**src/rtl/cs_pkg.sv**
```systemverilog
// Shared widths and mode encodings for the sliding-window average unit.
// Imported by the selector and the top.
package cs_pkg;

    localparam logic CS_MODE_APPR = 1'b0;
    localparam logic CS_MODE_MAX  = 1'b1;

    // Running-sum width: holds DEPTH full-scale samples.
    function automatic int cs_sumw(input int dw, input int depth);
        return dw + $clog2(depth + 1);
    endfunction

    // Result width after the output shift.
    function automatic int cs_ow(input int dw, input int depth, input int shift);
        return cs_sumw(dw, depth) + 1 - shift;
    endfunction

endpackage

```
**src/rtl/cs_appr_select.sv**
```systemverilog
// Picks the largest window sample x with DEPTH*x <= Sum, plus the plain max.
// Both results come out of balanced max-reduction trees.
module cs_appr_select
    import cs_pkg::*;
#(
    parameter int DW    = 8,
    parameter int DEPTH = 9,
    localparam int SUMW = cs_sumw(DW, DEPTH)
) (
    input  logic [DEPTH*DW-1:0] win,
    input  logic [SUMW-1:0]     sum,
    output logic [DW-1:0]       xappr,
    output logic [DW-1:0]       xmax
);

    localparam int L = $clog2(DEPTH);
    localparam int N = 1 << L;
    localparam logic [SUMW-1:0] DEP = SUMW'(DEPTH);

    for (genvar l = 0; l <= L; l++) begin : lv
        logic [DW-1:0] m [N>>l];
        logic [DW-1:0] a [N>>l];
        for (genvar i = 0; i < (N >> l); i++) begin : nd
            if (l == 0) begin : leaf
                if (i < DEPTH) begin : used
                    logic [DW-1:0]   x;
                    logic [SUMW-1:0] p;
                    assign x    = win[i*DW +: DW];
                    assign p    = DEP * {{(SUMW-DW){1'b0}}, x};
                    assign m[i] = x;
                    assign a[i] = (p <= sum) ? x : '0;
                end else begin : pad
                    assign m[i] = '0;
                    assign a[i] = '0;
                end
            end else begin : node
                logic [DW-1:0] ml, mr, al, ar;
                assign ml   = lv[l-1].m[2*i];
                assign mr   = lv[l-1].m[2*i+1];
                assign al   = lv[l-1].a[2*i];
                assign ar   = lv[l-1].a[2*i+1];
                assign m[i] = (ml > mr) ? ml : mr;
                assign a[i] = (al > ar) ? al : ar;
            end
        end
    end

    assign xmax  = lv[L].m[0];
    assign xappr = lv[L].a[0];

endmodule

```
**src/rtl/cs_window_approx.sv**
```systemverilog
// Sliding-window approximate average / max with fill tracking and flush.
// Stage 1 updates the window; stage 2 registers the selected result.
module cs_window_approx
    import cs_pkg::*;
#(
    parameter int DW    = 8,
    parameter int DEPTH = 9,
    parameter int SHIFT = 3,
    localparam int SUMW = cs_sumw(DW, DEPTH),
    localparam int OW   = cs_ow(DW, DEPTH, SHIFT)
) (
    input  logic          clk,
    input  logic          reset,
    input  logic          clear,
    input  logic          in_valid,
    input  logic [DW-1:0] X,
    input  logic          mode,
    output logic          out_valid,
    output logic [OW-1:0] Y
);

    localparam int FW = $clog2(DEPTH + 1);
    localparam logic [FW-1:0] FULL = FW'(DEPTH);
    localparam logic [SUMW:0] DEP1 = (SUMW+1)'(DEPTH);

    logic [DW-1:0]       win [DEPTH];
    logic [DEPTH*DW-1:0] win_flat;
    logic [SUMW-1:0]     sum;
    logic [FW-1:0]       fill;
    logic [FW-1:0]       fill_nxt;
    logic                mode_r;
    logic                hit;
    logic [DW-1:0]       xappr;
    logic [DW-1:0]       xmax;
    logic [SUMW:0]       wide;
    logic [OW-1:0]       y_nxt;

    // Flatten the window for the selector and compute the next fill count.
    always_comb begin
        win_flat = '0;
        for (int i = 0; i < DEPTH; i++) begin
            win_flat[i*DW +: DW] = win[i];
        end
        fill_nxt = (fill == FULL) ? fill : fill + 1'b1;
    end

    cs_appr_select #(
        .DW    (DW),
        .DEPTH (DEPTH)
    ) u_sel (
        .win   (win_flat),
        .sum   (sum),
        .xappr (xappr),
        .xmax  (xmax)
    );

    // Result selection: approx average or zero-extended window max.
    always_comb begin
        wide  = DEP1 * {{(SUMW+1-DW){1'b0}}, xappr} + {1'b0, sum};
        y_nxt = OW'(wide >> SHIFT);
        if (mode_r == CS_MODE_MAX) begin
            y_nxt = OW'(xmax);
        end
    end

    // Stage 1: window shift, running sum, fill count and result qualifier.
    always_ff @(posedge clk or negedge reset) begin
        if (!reset) begin
            for (int i = 0; i < DEPTH; i++) win[i] <= '0;
            sum    <= '0;
            fill   <= '0;
            mode_r <= 1'b0;
            hit    <= 1'b0;
        end else if (clear) begin
            for (int i = 0; i < DEPTH; i++) win[i] <= '0;
            sum  <= '0;
            fill <= '0;
            hit  <= 1'b0;
        end else if (in_valid) begin
            win[0] <= X;
            for (int i = 1; i < DEPTH; i++) win[i] <= win[i-1];
            sum    <= sum - SUMW'(win[DEPTH-1]) + SUMW'(X);
            fill   <= fill_nxt;
            mode_r <= mode;
            hit    <= (fill_nxt == FULL);
        end else begin
            hit <= 1'b0;
        end
    end

    // Stage 2: registered output; clear cancels a pending pulse.
    always_ff @(posedge clk or negedge reset) begin
        if (!reset) begin
            out_valid <= 1'b0;
            Y         <= '0;
        end else begin
            out_valid <= hit && !clear;
            if (hit && !clear) begin
                Y <= y_nxt;
            end
        end
    end

endmodule

```
**config.mk**
```make
export PLATFORM = sky130hd
export DESIGN_NAME = cs_window_approx
export DESIGN_NICKNAME = d
export VERILOG_FILES = /design/src/rtl/cs_pkg.sv /design/src/rtl/cs_appr_select.sv /design/src/rtl/cs_window_approx.sv
export SDC_FILE = /design/constraint.sdc
export NUM_CORES = 1
export LEC_CHECK = 0
export ABC_CLOCK_PERIOD_IN_PS = 12500
export BUFFER_PORTS_ARGS = -buffer_cell sky130_fd_sc_hd__buf_2
export CAP_MARGIN = 20
export CORE_MARGIN = 1.5
export CORE_UTILIZATION = 35
export DETAILED_ROUTE_END_ITERATION = 12
export GPL_TIMING_DRIVEN = 0
export MAX_ROUTING_LAYER = met4
export PLACE_DENSITY_LB_ADDON = 0.08
export SETUP_SLACK_MARGIN = 0.1
export SYNTH_ARGS = -nofsm -noshare
export SYNTH_HDL_FRONTEND = slang
export SYNTH_SLANG_ARGS = --single-unit
```
**constraint.sdc**
```tcl
create_clock -name clk -period 12.5 [get_ports clk]
set_input_delay 1.25 -clock clk [delete_from_list [all_inputs] [get_ports clk]]
set_output_delay 1.25 -clock clk [all_outputs]
set_load 0.05 [all_outputs]
```
==> Yosys cells after proc, flatten, opt, wreduce, memory -nomap -nowiden <==
Index checks and enable logic that the tools add are counted.
{ "totals": {"reg_bits": 101, "latch_bits": 0, "mem_bits_rw": 0, "rom_bits": 0, "mem_count": 0} }
{ "op_classes": {"n_addsub": 4, "multipliers": 10, "n_div": 0, "magnitude_cmp": 31, "n_eq_ne": 2, "n_shift": 0, "n_mux": 41, "bitwise_logic": 1, "n_reduce_logical": 4} }
{ "op_table": {"columns": ["cell", "count"], "rows": [
  ["$mux W8", 31],
  ["$mux W72", 2],
  ["$gt A8 B8 Y1", 16],
  ["$mul A4 B8 Y12 const A", 10],
  ["$le A12 B12 Y1", 9],
  ["$gt A8 B1 Y1 const B", 6],
  ["$mux W12", 2],
  ["$add A12 B12 Y13", 1],
  ["$add A12 B8 Y12", 1],
  ["$mux W4", 3],
  ["$sub A12 B8 Y12", 1],
  ["$mux W10", 1],
  ["$eq A4 B4 Y1 const B", 2],
  ["$add A4 B1 Y4 const B", 1],
  ["$mux W1", 2],
  ["$reduce_and A2 Y1", 1],
  ["$reduce_bool A2 Y1", 1],
  ["$logic_and A1 B1 Y1", 1],
  ["$logic_not A1 Y1", 1],
  ["$not A1 Y1", 1]
]} }

==> Longest topological paths before layout <==
Gate-level depths: netlist of the first run.
{ "depth": {"depth_word": 14, "mapped_depth": 68} }

==> Hierarchy <==
A second synthesis of the first run with hierarchy kept.
{ "hier_totals": {"cells_unflattened": 1927, "hier_area_um2": 16094.2} }
{ "modules_own_cells": {"columns": ["module", "n_inst", "cells_per_inst", "area_each_um2"], "rows": [
  ["cs_appr_select", 1, 1391, 10566.4],
  ["cs_window_approx", 1, 536, 5527.8]
]} }

==> Worst setup path before layout of the first run <==
OpenSTA, ideal clock, no wires.
{ "synth_timing": {"path_kind": "flip-flop to flip-flop", "start": "reg win[9] in the netlist's numbering", "end": "reg Y[7]", "t_arrival_ns": 11.759, "slack_ns": 0.601, "path_stages_with_launch": 62, "n_path_buf": 3, "synth_period_minus_slack_ns": 11.899, "cell_sequence": "dfrtp_1 ha_1 ha_1 inv_1 fa_1 inv_1 a21oi_1 o21ai_0 a21oi_1 nor2_1 xnor2_1 ha_1 nand4_2 or4_4 o31ai_4 nand2_1 ha_1 a21o_1 (+26 left out) a21oi_1 o22ai_1 o21ai_0 a32oi_1 nor2b_1 a32o_1 a211o_1 buf_6 ha_1 ha_1 ha_1 a21o_1 a21o_1 or3_1 a21oi_2 o21ai_1 a2111oi_0 a211oi_1"} }
{ "synth_between": {"elab_chain_cells": 14, "elab_cells_between_ends": 22, "classes_between": "add/sub (1); mul (2); order compare (9); mux (10)"} }
{ "synth_lines": {"columns": ["element", "line_no", "source"], "rows": [
  ["from (decl)", "cs_window_approx.sv:26", "logic [DW-1:0] win [DEPTH];"],
  ["$mul A4 B8 Y12", "cs_appr_select.sv:29", "assign p = DEP * {{(SUMW-DW){1'b0}}, x};"],
  ["$le A12 B12 Y1", "cs_appr_select.sv:31", "assign a[i] = (p <= sum) ? x : '0;"],
  ["$mux W8", "cs_appr_select.sv:31", null],
  ["$gt A8 B8 Y1", "cs_appr_select.sv:43", "assign a[i] = (al > ar) ? al : ar;"],
  ["$mux W8", "cs_appr_select.sv:43", null],
  ["$gt A8 B8 Y1", "cs_appr_select.sv:43", null],
  ["$mux W8", "cs_appr_select.sv:43", null],
  ["$gt A8 B8 Y1", "cs_appr_select.sv:43", null],
  ["$mux W8", "cs_appr_select.sv:43", null],
  ["$gt A8 B8 Y1", "cs_appr_select.sv:43", null],
  ["$mux W8", "cs_appr_select.sv:43", null],
  ["$mul A4 B8 Y12", "cs_window_approx.sv:59", "wide = DEP1 * {{(SUMW+1-DW){1'b0}}, xappr} + {1'b0, sum};"],
  ["$add A12 B12 Y13", "cs_window_approx.sv:59", null],
  ["$mux W10 *", "cs_window_approx.sv:61", "if (mode_r == CS_MODE_MAX) begin"],
  ["to (signal assigned)", "cs_window_approx.sv:99", "Y <= y_nxt;"],
  ["to (decl)", "cs_window_approx.sv:19", "output logic [OW-1:0] Y"]
]} }
Mark *: on every way between the ends. The rest lies on a longest branch, timed or not.
A chain may end at the register's enable or synchronous reset.

==> Worst setup path after layout of the first run <==
{ "layout_timing": {"start": "reg win[10] in the netlist's numbering", "end": "reg Y[7]"} }
Same word-level chain as after synthesis.

==> results of run 1 <==
==> layout make-up <==
cell class,count,area (µm²)
Timing Repair Buffer,75,606
Inverter,236,886
Tap cell,585,732
Clock inverter,4,37.5
Clock buffer,12,267
Multi-Input combinational cell,1419,12100
Sequential cell,101,2570
Buffer,41,199
Fill cell,4445,25600
==> power by group <==
group,internal (W),switching [W]
clock network,0.000155,0.000156
logic,0.000621,0.000823
registers,0.000344,0.0000258
total,0.00112,0.00101
==> worst max-delay path, delay by kind of cell (launching register included) <==
family,cells,cell delay [ps]
AND/OR/NAND/NOR,8,1430
flip-flops,1,420
AO/OA/AOI/OAI,35,5820
buffers and inverters,4,630
XOR/XNOR,1,150
multiplexers,2,480
adder cells (fa/ha/maj),10,2890
==> what timing repair did <==
action                     CTS  global route
buffers inserted            19            29
gates resized for setup     54           107
cloned                       2             1
pin swaps                    9            33
setup endpoints to repair   10             9
==> placed cells by master (no fill, tap or decap), types with 18 or more instances in the layout <==
master	n
o21ai_1	18
nand3_1	49
fa_1	20
a21oi_1	108
nor2_1	125
mux2_2	20
clkbuf_1	22
o21a_1	19
mux2i_1	145
nand2_1	119
dfrtp_2	35
xnor2_1	51
buf_2	24
buf_4	48
a21o_1	48
nand4_1	32
nor2b_1	26
dfrtp_1	66
o21ai_0	73
ha_1	355
inv_1	234
==> per-stage QoR <==
step / hold slack [ps] / total power [W] / setup TNS (ps)
final: 475 / 0.00213 / 0
after global routing: 521 / 0.00229 / -1.13
after CTS: 485 / 0.00199 / 0
after detailed placement: 465 / 0.00153 / -11680
after global placement: 462 / 0.00149 / -10420
after floorplan: 486 / 0.00118 / 0
==> flip-flops by register name (all words and copies together), names as in the netlist <==
name and flops:
mode_r 1, out_valid 1, Y 10, fill 4, hit 1, win 72, sum 12
==> layer usage <==
metal  up-vias  global-route usage, %
met3        52                   1.65
met2       199                   37.7
li1       6547                      -
met4         0                   7.24
met5         -                      -
met1      6254                   31.0
==> cell families after synthesis <==
family / synth area share (%)
AO/OA/AOI/OAI: 15.6
XOR/XNOR: 3.62
adder cells (fa/ha/maj): 32.4
buffers and inverters: 6.88
flip-flops: 16.6
multiplexers: 11.1
AND/OR/NAND/NOR: 13.8
==> final timing paths <==
check | to | from | slack (ps)
setup / recovery | Y[7] | win[10] | 550
hold / removal | Y[2] | Y[2] | 470
setup reg to reg | Y[7] | win[10] | 550
hold reg to reg | Y[2] | Y[2] | 470
max in group asynchronous | win[50] | reset | 10990
min in group asynchronous | out_valid | reset | 790
==> metrics.md, run 1 <==
| Metric | Value |
|---|---|
| Post-route insts no fill | `2,473` |
| Top layer in use | `met4` |
| Via density | `roughly 5.3` |
| F_max | `about 84 MHz` |
| Mapped Cells | `roughly 1,800` |
| Worst EP required | `about 13,000 ps` |
| Drt total wl | `~49,000 µm` |
| Async set-reset flop share out of synthesis | `100%` |
| I/O Pins | `24` |
| Mapped Area | `between 15,000 and 20,000 µm²` |
| Worst vdd ir | `0.101 mV` |
| Measured slew at the worst slew-check pin | `around 1100 ps` |
| FP Rows | `76` |
| Cell mode on critical path | `ha_1` |
| Max-slew violation count | `0` |
| Yosys warning count | `0` |
| Syn_area_per_cell | `between 8 and 9 µm²` |
| Slowest cell delay on critical path | `420 ps` |
| Final HPWL DP | `37,200 µm` |
| Fin nets | `between 2,000 and 2,500` |
| Port bufs | `21` |
| Worst Path Class, Setup | `reg2reg` |
| WL/cell | `approximately 20 µm` |
| Worst skew pair latency | `roughly 400 ps` |
| Core area | `between 40,000 and 50,000 µm²` |
| Initial antenna violation count | `0` |
| Pwr dens | `122 nW/µm²` |
| Worst Hold Depth | `2` |
| Worst endpoint data arrival time | `around 12,000 ps` |
| Clock tree root driver cell | `clkbuf_16` |
| Chip width | `roughly 210 µm` |
| Top cell type's share of synthesized area | `slightly below 30%` |
| First-pass GRT wire length | `approximately 76,000 µm` |
| CTS tree | `built` |
| Vias after detailed routing | `around 13,000` |
| Wire length on met1 | `around 24,000 µm` |
| Most frequent cell after synthesis | `ha_1` |
| Maxcap violations | `0` |
| Unique masters post-synth | `80` |
| Crit-path max FO | `8` |
| Starting density of the core | `a little over a third` |
| Top post-synthesis cells by count | `359 x ha_1, 235 x inv_1, 147 x mux2i_1` |
| Final setup fails | `0` |
| Clock tree buffer depth | `2` |
| Total CTS buffers | `9` |
| Post-synthesis sequential area ratio | `between 10% and 20%` |
| EDFF count, synth | `0` |
| Initial DRT Pass Iterations | `5` |
| DR WL met3 | `between 1000 and 1500 µm` |
| PnR worst setup slack | `approximately 550 ps` |
| WL met2 | `23,200 µm` |
| Dominant synthesized flop cell | `dfrtp_1` |
| Placed cells | `~2,400` |
| Top cell type by total area after synthesis | `ha_1` |
| Congestion Overflow GR | `0` |
| GPL Wtd Cong | `just under 0.9` |
| Ranking of synthesized cells by area | `ha_1 29%, dfrtp_1 17%, mux2i_1 9.7%` |
| Setup Skew | `~14 ps` |
| Vias in the first global route | `around 13,000` |
| Routed Antenna Nets | `0` |
| # clock sinks | `approximately 100` |
| Die area | `44,800 µm²` |
| 1st-iter DRT viols | `624` |
| N_diodes | `0` |
| Area growth from synthesis to final layout | `13.9%` |
| Worst setup SP type | `register` |
| Status | `finished clean` |
| DP Area | `16,200 µm²` |
| Cts hold-fix bufs | `0` |
| Final design area excluding fillers | `between 15,000 and 20,000 µm²` |
| Hold Path Class | `reg2reg` |
| Die height | `about 210 µm` |
| Pre-CTS WS | `-1650 ps` |
| Final period util | `a little over nine tenths` |
| Post-layout util | `~40%` |
| Slowest CP cell | `dfrtp_2` |
| Pin count of the biggest net entering global routing | `54` |
| Hold Vio Cnt, Final | `0` |
| Syn_nets | `roughly 2,200` |
| DR DRC count | `0` |
| Synth Register Bits | `~100` |
| Reg2Reg Depth | `60` |
| Tmin final | `between 10,000 and 15,000 ps` |
| Layout cells sized above 1 | `12.3%` |
| H-tree Lvls | `3` |
| Setup repair after global routing missed its margin | `yes` |
| Clock-pin slew on the worst setup and hold paths | `approximately 80 ps` |
| GR Util All Layers | `a little under a quarter` |
| Pleak | `around 9 nW` |
| CP Capture Type | `register` |
| Worst slew margin | `28.6%` |
Power figures use the tool's default switching activity.
==> inputs of run 2 (changes only) <==
Settings changed: ABC_CLOCK_PERIOD_IN_PS 12500 to 14780.
Clock period 12.5 ns to 14.78 ns, I/O delays scaled along.
==> run 2 against run 1 <==
Clock skew decreased by 1.3 ps. Design area fell by 4.8%. Wire length shrank 2.5%. Clock-buffer cell count unchanged. Largest power group unchanged. Highest routed layer unchanged.
==> metrics.md, run 2 (same netlist as run 1, synthesis figures left out) <==
| Metric | Value |
|---|---|
| Die area | `roughly 45,000 µm²` |
| Final HPWL DP | `~37,000 µm` |
| Die height | `~210 µm` |
| CP Buf/Inv Count | `7` |
| Crit-path max FO | `10` |
| Layout cells sized above 1 | `under 10%` |
| Slowest cell delay on critical path | `approximately 520 ps` |
| Fin nets | `around 2,200` |
| Worst skew pair latency | `around 400 ps` |
| FILL cells | `4,495` |
| First-pass GRT wire length | `between 70,000 and 80,000 µm` |
| I/O Pins | `24` |
| Worst setup SP type | `register` |
| Port bufs | `21` |
| Max reg flops | `a little over 70` |
| PnR worst setup slack | `about 1300 ps` |
| Placed cells | `2,406` |
| Worst vdd ir | `a little over 0.07 mV` |
| Area growth from synthesis to final layout | `8.40%` |
| Top Registers | `win (72), sum (12), Y (10)` |
| Routed Antenna Nets | `0` |
| # clock sinks | `roughly 100` |
| 1st-iter DRT viols | `~640` |
| Maxcap violations | `0` |
| Drt total wl | `just under 50,000 µm` |
| Vias after detailed routing | `~13,000` |
| Setup Skew | `around 13 ps` |
| Tmin final | `between 10,000 and 15,000 ps` |
| Initial antenna violation count | `0` |
| Final period util | `91.5%` |
| WL/cell | `between 15 and 20 µm` |
| Initial DRT Pass Iterations | `6` |
| Pre-CTS WS | `between 600 and 700 ps` |
| CP Capture Type | `register` |
| Via density | `between 5 and 6` |
| Worst Path Class, Setup | `reg2reg` |
| Status | `finished clean` |
| Slowest CP cell | `dfrtp_1` |
| Clock tree root driver cell | `clkbuf_16` |
| F_max | `between 70 and 80 MHz` |
| CTS tree | `built` |
| Clock-pin slew on the worst setup and hold paths | `80 ps` |
| Most frequent cells in the layout | `359 x ha_1, 235 x inv_1, 147 x mux2i_1` |
| GPL Wtd Cong | `around 0.87` |
| Cts hold-fix bufs | `0` |
| Total CTS buffers | `9` |
| FP Rows | `76` |
| Final setup fails | `0` |
| Largest delay share family, worst path | `compound AO/OA/AOI/OAI gates` |
| Measured slew at the worst slew-check pin | `1060 ps` |
| Worst EP required | `roughly 15,000 ps` |
| Clock tree buffer depth | `2` |
| Commonest non-fill, non-tap cell in the layout | `ha_1` |
| Pwr dens | `95.0 nW/µm²` |
| Worst endpoint data arrival time | `around 14,000 ps` |
| N_diodes | `0` |
| GR Util All Layers | `23.0%` |
| Multi-input gate area | `11,700 µm²` |
| Register area | `roughly 2500 µm²` |
| Congestion Overflow GR | `0` |
| Worst slew margin | `29.4%` |
| Cell mode on critical path | `ha_1` |
| Setup total negative slack | `0 ps` |
| Post-route insts no fill | `between 2,000 and 2,500` |
| Pleak | `just under 9 nW` |
| Hold Path Class | `reg2reg` |
| H-tree Lvls | `3` |
| Max-slew violation count | `0` |
| Starting density of the core | `between 30% and 40%` |
| Chip width | `approximately 210 µm` |
| Setup repair after global routing missed its margin | `no` |
| Hold Vio Cnt, Final | `0` |
| DR DRC count | `0` |
| Core area | `approximately 43,000 µm²` |
| Vias in the first global route | `around 13,000` |
| Reg with most FFs | `win` |
| Pin count of the biggest net entering global routing | `54` |
## run 2: changes by cell type in the layout (fill, tap and decap cells not counted), sizes merged
cell and delta:
o31ai -1, buf -55, clkbuf +5
## run 2: stage by stage
| stage | hold WS, ps | instance area, µm² | utilization [%] | total power [W] |
|---|---|---|---|---|
| after floorplan | 486 | 15200 | - | 0.00100 |
| after global placement | 462 | 16100 | 37.4 | 0.00126 |
| after detailed placement | 465 | 16200 | 37.7 | 0.00129 |
| after CTS | 485 | 16500 | 38.4 | 0.00157 |
| after global routing | 521 | 16500 | 38.4 | 0.00170 |
| final | 475 | 16500 | 38.4 | 0.00157 |
## run 2: what timing repair did
action | in CTS | in global routing
setup endpoints to repair | 0 | 8
buffers inserted | 0 | 0
hold endpoints to repair | 0 | 0
gates resized for setup | 0 | 7
## run 2: worst paths after layout
check                       endpoint  slack [ps]  startpoint  cells after the start
max reg2reg                     Y[7]        1250     win[20]                     63
max                             Y[7]        1250     win[20]                     63
min reg2reg                     Y[2]         480        Y[2]                      2
min                             Y[2]         480        Y[2]                      2
max in group asynchronous    win[44]       13060       reset                      2
min in group asynchronous  out_valid        1020       reset                      1
## run 2: area by class of cell
cell class / instances / share of cell area, %
Buffer: 41 / 1.00
Clock buffer: 12 / 1.61
Clock inverter: 4 / 0.227
Inverter: 236 / 5.37
Multi-Input combinational cell: 1418 / 70.7
Sequential cell: 101 / 15.3
Tap cell: 585 / 4.43
Timing Repair Buffer: 25 / 1.34
## run 2: worst register-to-register path, delay by kind of cell, from the launching register on
family	cells	cell delay [ps]
multiplexers	2	580
XOR/XNOR	1	150
AND/OR/NAND/NOR	11	1740
adder cells (fa/ha/maj)	11	3470
buffers and inverters	7	970
AO/OA/AOI/OAI	31	5980
flip-flops	1	520
## run 2: where the power goes
group	switching, W	internal, W	total (W)
sequential	0.0000214	0.000291	0.000312
combinational	0.000617	0.000373	0.000991
clock	0.000134	0.000131	0.000265
## run 2: per-layer routing
layer | vias to the layer above | share of wire, % | GRT usage [%]
met5 | - | 0 | -
met4 | 0 | 2.1 | 6.70
met3 | 45 | 1.6 | 1.81
met2 | 140 | 47 | 37.5
met1 | 6108 | 49 | 30.5
li1 | 6442 | - | -
==> inputs of run 3 (changes only) <==
Settings changed: CELL_PAD_IN_SITES_DETAIL_PLACEMENT from default to 1, CELL_PAD_IN_SITES_GLOBAL_PLACEMENT from default to 1, CORE_MARGIN 1.5 to default.
==> run 3 against run 2 <==
Clock power is 10% higher. Largest power group unchanged. Critical path depth shrank 1. Worst hold slack improved by 12 ps. Global-route usage increased by 1.3 points. Highest routed layer unchanged. Combinational power is essentially flat.
==> metrics.md, run 3 (same netlist as run 1, synthesis figures left out) <==
| Metric | Value |
|---|---|
| Clock tree root driver cell | `clkbuf_16` |
| Clock tree buffer depth | `2` |
| GR Util All Layers | `24.3%` |
| First-pass GRT wire length | `80,300 µm` |
| Max-slew violation count | `0` |
| CP Capture Type | `register` |
| Cell mode on critical path | `ha_1` |
| Final Total Pwr | `~0.0016 W` |
| Congestion Overflow GR | `0` |
| Post CTS Setup Buffer Count | `0` |
| Fin nets | `roughly 2,200` |
| # clock sinks | `around 100` |
| Area growth from synthesis to final layout | `8.34%` |
| Top Registers | `win (72), sum (12), Y (10)` |
| Die height | `around 210 µm` |
| Pwr dens | `96.7 nW/µm²` |
| Pleak | `between 8 and 9 nW` |
| Die area | `roughly 44,000 µm²` |
| Vias after detailed routing | `between 10,000 and 15,000` |
| Setup repair after global routing missed its margin | `no` |
| Register area | `2530 µm²` |
| Worst slew margin | `between 20 and 30%` |
| Drt total wl | `between 50,000 and 60,000 µm` |
| Max reg flops | `a little over 70` |
| Worst skew pair latency | `approximately 370 ps` |
| Setup total negative slack | `0 ps` |
| Hold Vio Cnt, Final | `0` |
| WL/cell | `around 21 µm` |
| Post-route insts no fill | `2,420` |
| Worst EP required | `15,010 ps` |
| Final period util | `92.3%` |
| Commonest non-fill, non-tap cell in the layout | `ha_1` |
| N_diodes | `0` |
| Status | `finished clean` |
| Chip width | `approximately 210 µm` |
| H-tree Lvls | `3` |
| Worst vdd ir | `approximately 0.073 mV` |
| Final HPWL DP | `roughly 39,000 µm` |
| F_max | `approximately 73 MHz` |
| Total CTS buffers | `9` |
| Via density | `5.40` |
| Layout cells sized above 1 | `about 4.7%` |
| Hold Path Class | `reg2reg` |
| Most frequent cells in the layout | `359 x ha_1, 235 x inv_1, 147 x mux2i_1` |
| CTS tree | `built` |
| Slowest CP cell | `dfrtp_1` |
| Crit-path max FO | `10` |
| FILL cells | `around 5,200` |
| Tmin final | `13,650 ps` |
| Multi-input gate area | `between 10,000 and 15,000 µm²` |
| Slowest cell delay on critical path | `~560 ps` |
| Measured slew at the worst slew-check pin | `between 1000 and 1500 ps` |
| Final setup fails | `0` |
| Worst Path Class, Setup | `reg2reg` |
| Port bufs | `21` |
| Setup Skew | `roughly 12 ps` |
| GPL Wtd Cong | `approximately 0.87` |
| Worst endpoint data arrival time | `13,880 ps` |
| 1st-iter DRT viols | `between 400 and 500` |
| Starting density of the core | `between 30% and 40%` |
| Vias in the first global route | `~14,000` |
| Reg with most FFs | `win` |
| Core area | `roughly 43,000 µm²` |
| FP Rows | `76` |
| Initial antenna violation count | `0` |
| DR DRC count | `0` |
| Maxcap violations | `0` |
| Initial DRT Pass Iterations | `5` |
| Pin count of the biggest net entering global routing | `64` |
| Clock-pin slew on the worst setup and hold paths | `roughly 80 ps` |
| I/O Pins | `24` |
| Placed cells | `around 2,400` |
| Largest delay share family, worst path | `compound AO/OA/AOI/OAI gates` |
| Routed Antenna Nets | `0` |
| Worst setup SP type | `register` |
| CP Buf/Inv Count | `7` |
-- run 3: changes by cell type in the layout (fill, tap and decap cells not counted) --
cell | previous run | this run
clkinvlp_4 | 0 | 2
clkinv_4 | 1 | 0
clkbuf_8 | 3 | 1
inv_6 | 2 | 0
inv_8 | 1 | 0
o21ai_0 | 92 | 91
buf_16 | 4 | 2
clkinv_2 | 0 | 1
o21ai_1 | 8 | 9
bufinv_16 | 0 | 3
-- run 3: stage by stage --
stage                     area [µm²]  utilization [%]  setup slack [ps]  hold slack (ps)
after floorplan                15200                -              2880              486
after global placement         16100             37.4               669              465
after detailed placement       16100             37.5               473              470
after CTS                      16500             38.3               400              493
after global routing           16500             38.4               151              523
final                          16500             38.4              1130              487
-- run 3: worst paths after layout --
check	end	startpoint	slack, ps	depth (start not counted)
max in group asynchronous	win[46]	reset	13080	2
worst min-delay path	Y[8]	Y[8]	490	2
worst max register to register	Y[7]	win[20]	1130	62
min in group asynchronous	win[11]	reset	1010	1
worst min register to register	Y[8]	Y[8]	490	2
worst max-delay path	Y[7]	win[20]	1130	62
-- run 3: worst min-delay path: cells and delay by family, from the launching register on --
| family | cells | cell delay, ps |
|---|---|---|
| compound gates | 1 | 60 |
| flops | 1 | 340 |
| simple gates | 1 | 50 |
-- run 3: metal layers --
| layer | vias up | GRT usage [%] | part of all wire, % |
|---|---|---|---|
| met4 | 0 | 7.12 | 2.7 |
| met3 | 51 | 1.74 | 1.9 |
| li1 | 6402 | - | - |
| met2 | 152 | 41.3 | 48 |
| met5 | - | - | 0 |
| met1 | 6474 | 30.9 | 47 |
-- run 3: power breakdown --
group	switching, W	internal (W)	total (W)
clock network	0.000121	0.000170	0.000292
logic	0.000628	0.000363	0.000991
registers	0.0000223	0.000291	0.000313
total	0.000771	0.000824	0.00160
-- run 3: area by class of cell --
type,instances,share of cell area [%]
multi-input cells,1418,70.8
flip-flops and latches,101,15.3
inverters,236,5.37
well taps,585,4.44
clock buffers,10,1.45
repair buffers,23,1.01
plain buffers,41,1.00
clock inverters,6,0.667
-- run 3: what timing repair did --
item                       4_1_cts  5_1_grt
hold buffers                     0        0
resized for setup                0        8
setup endpoints to repair        0        9
hold endpoints to repair         0        0
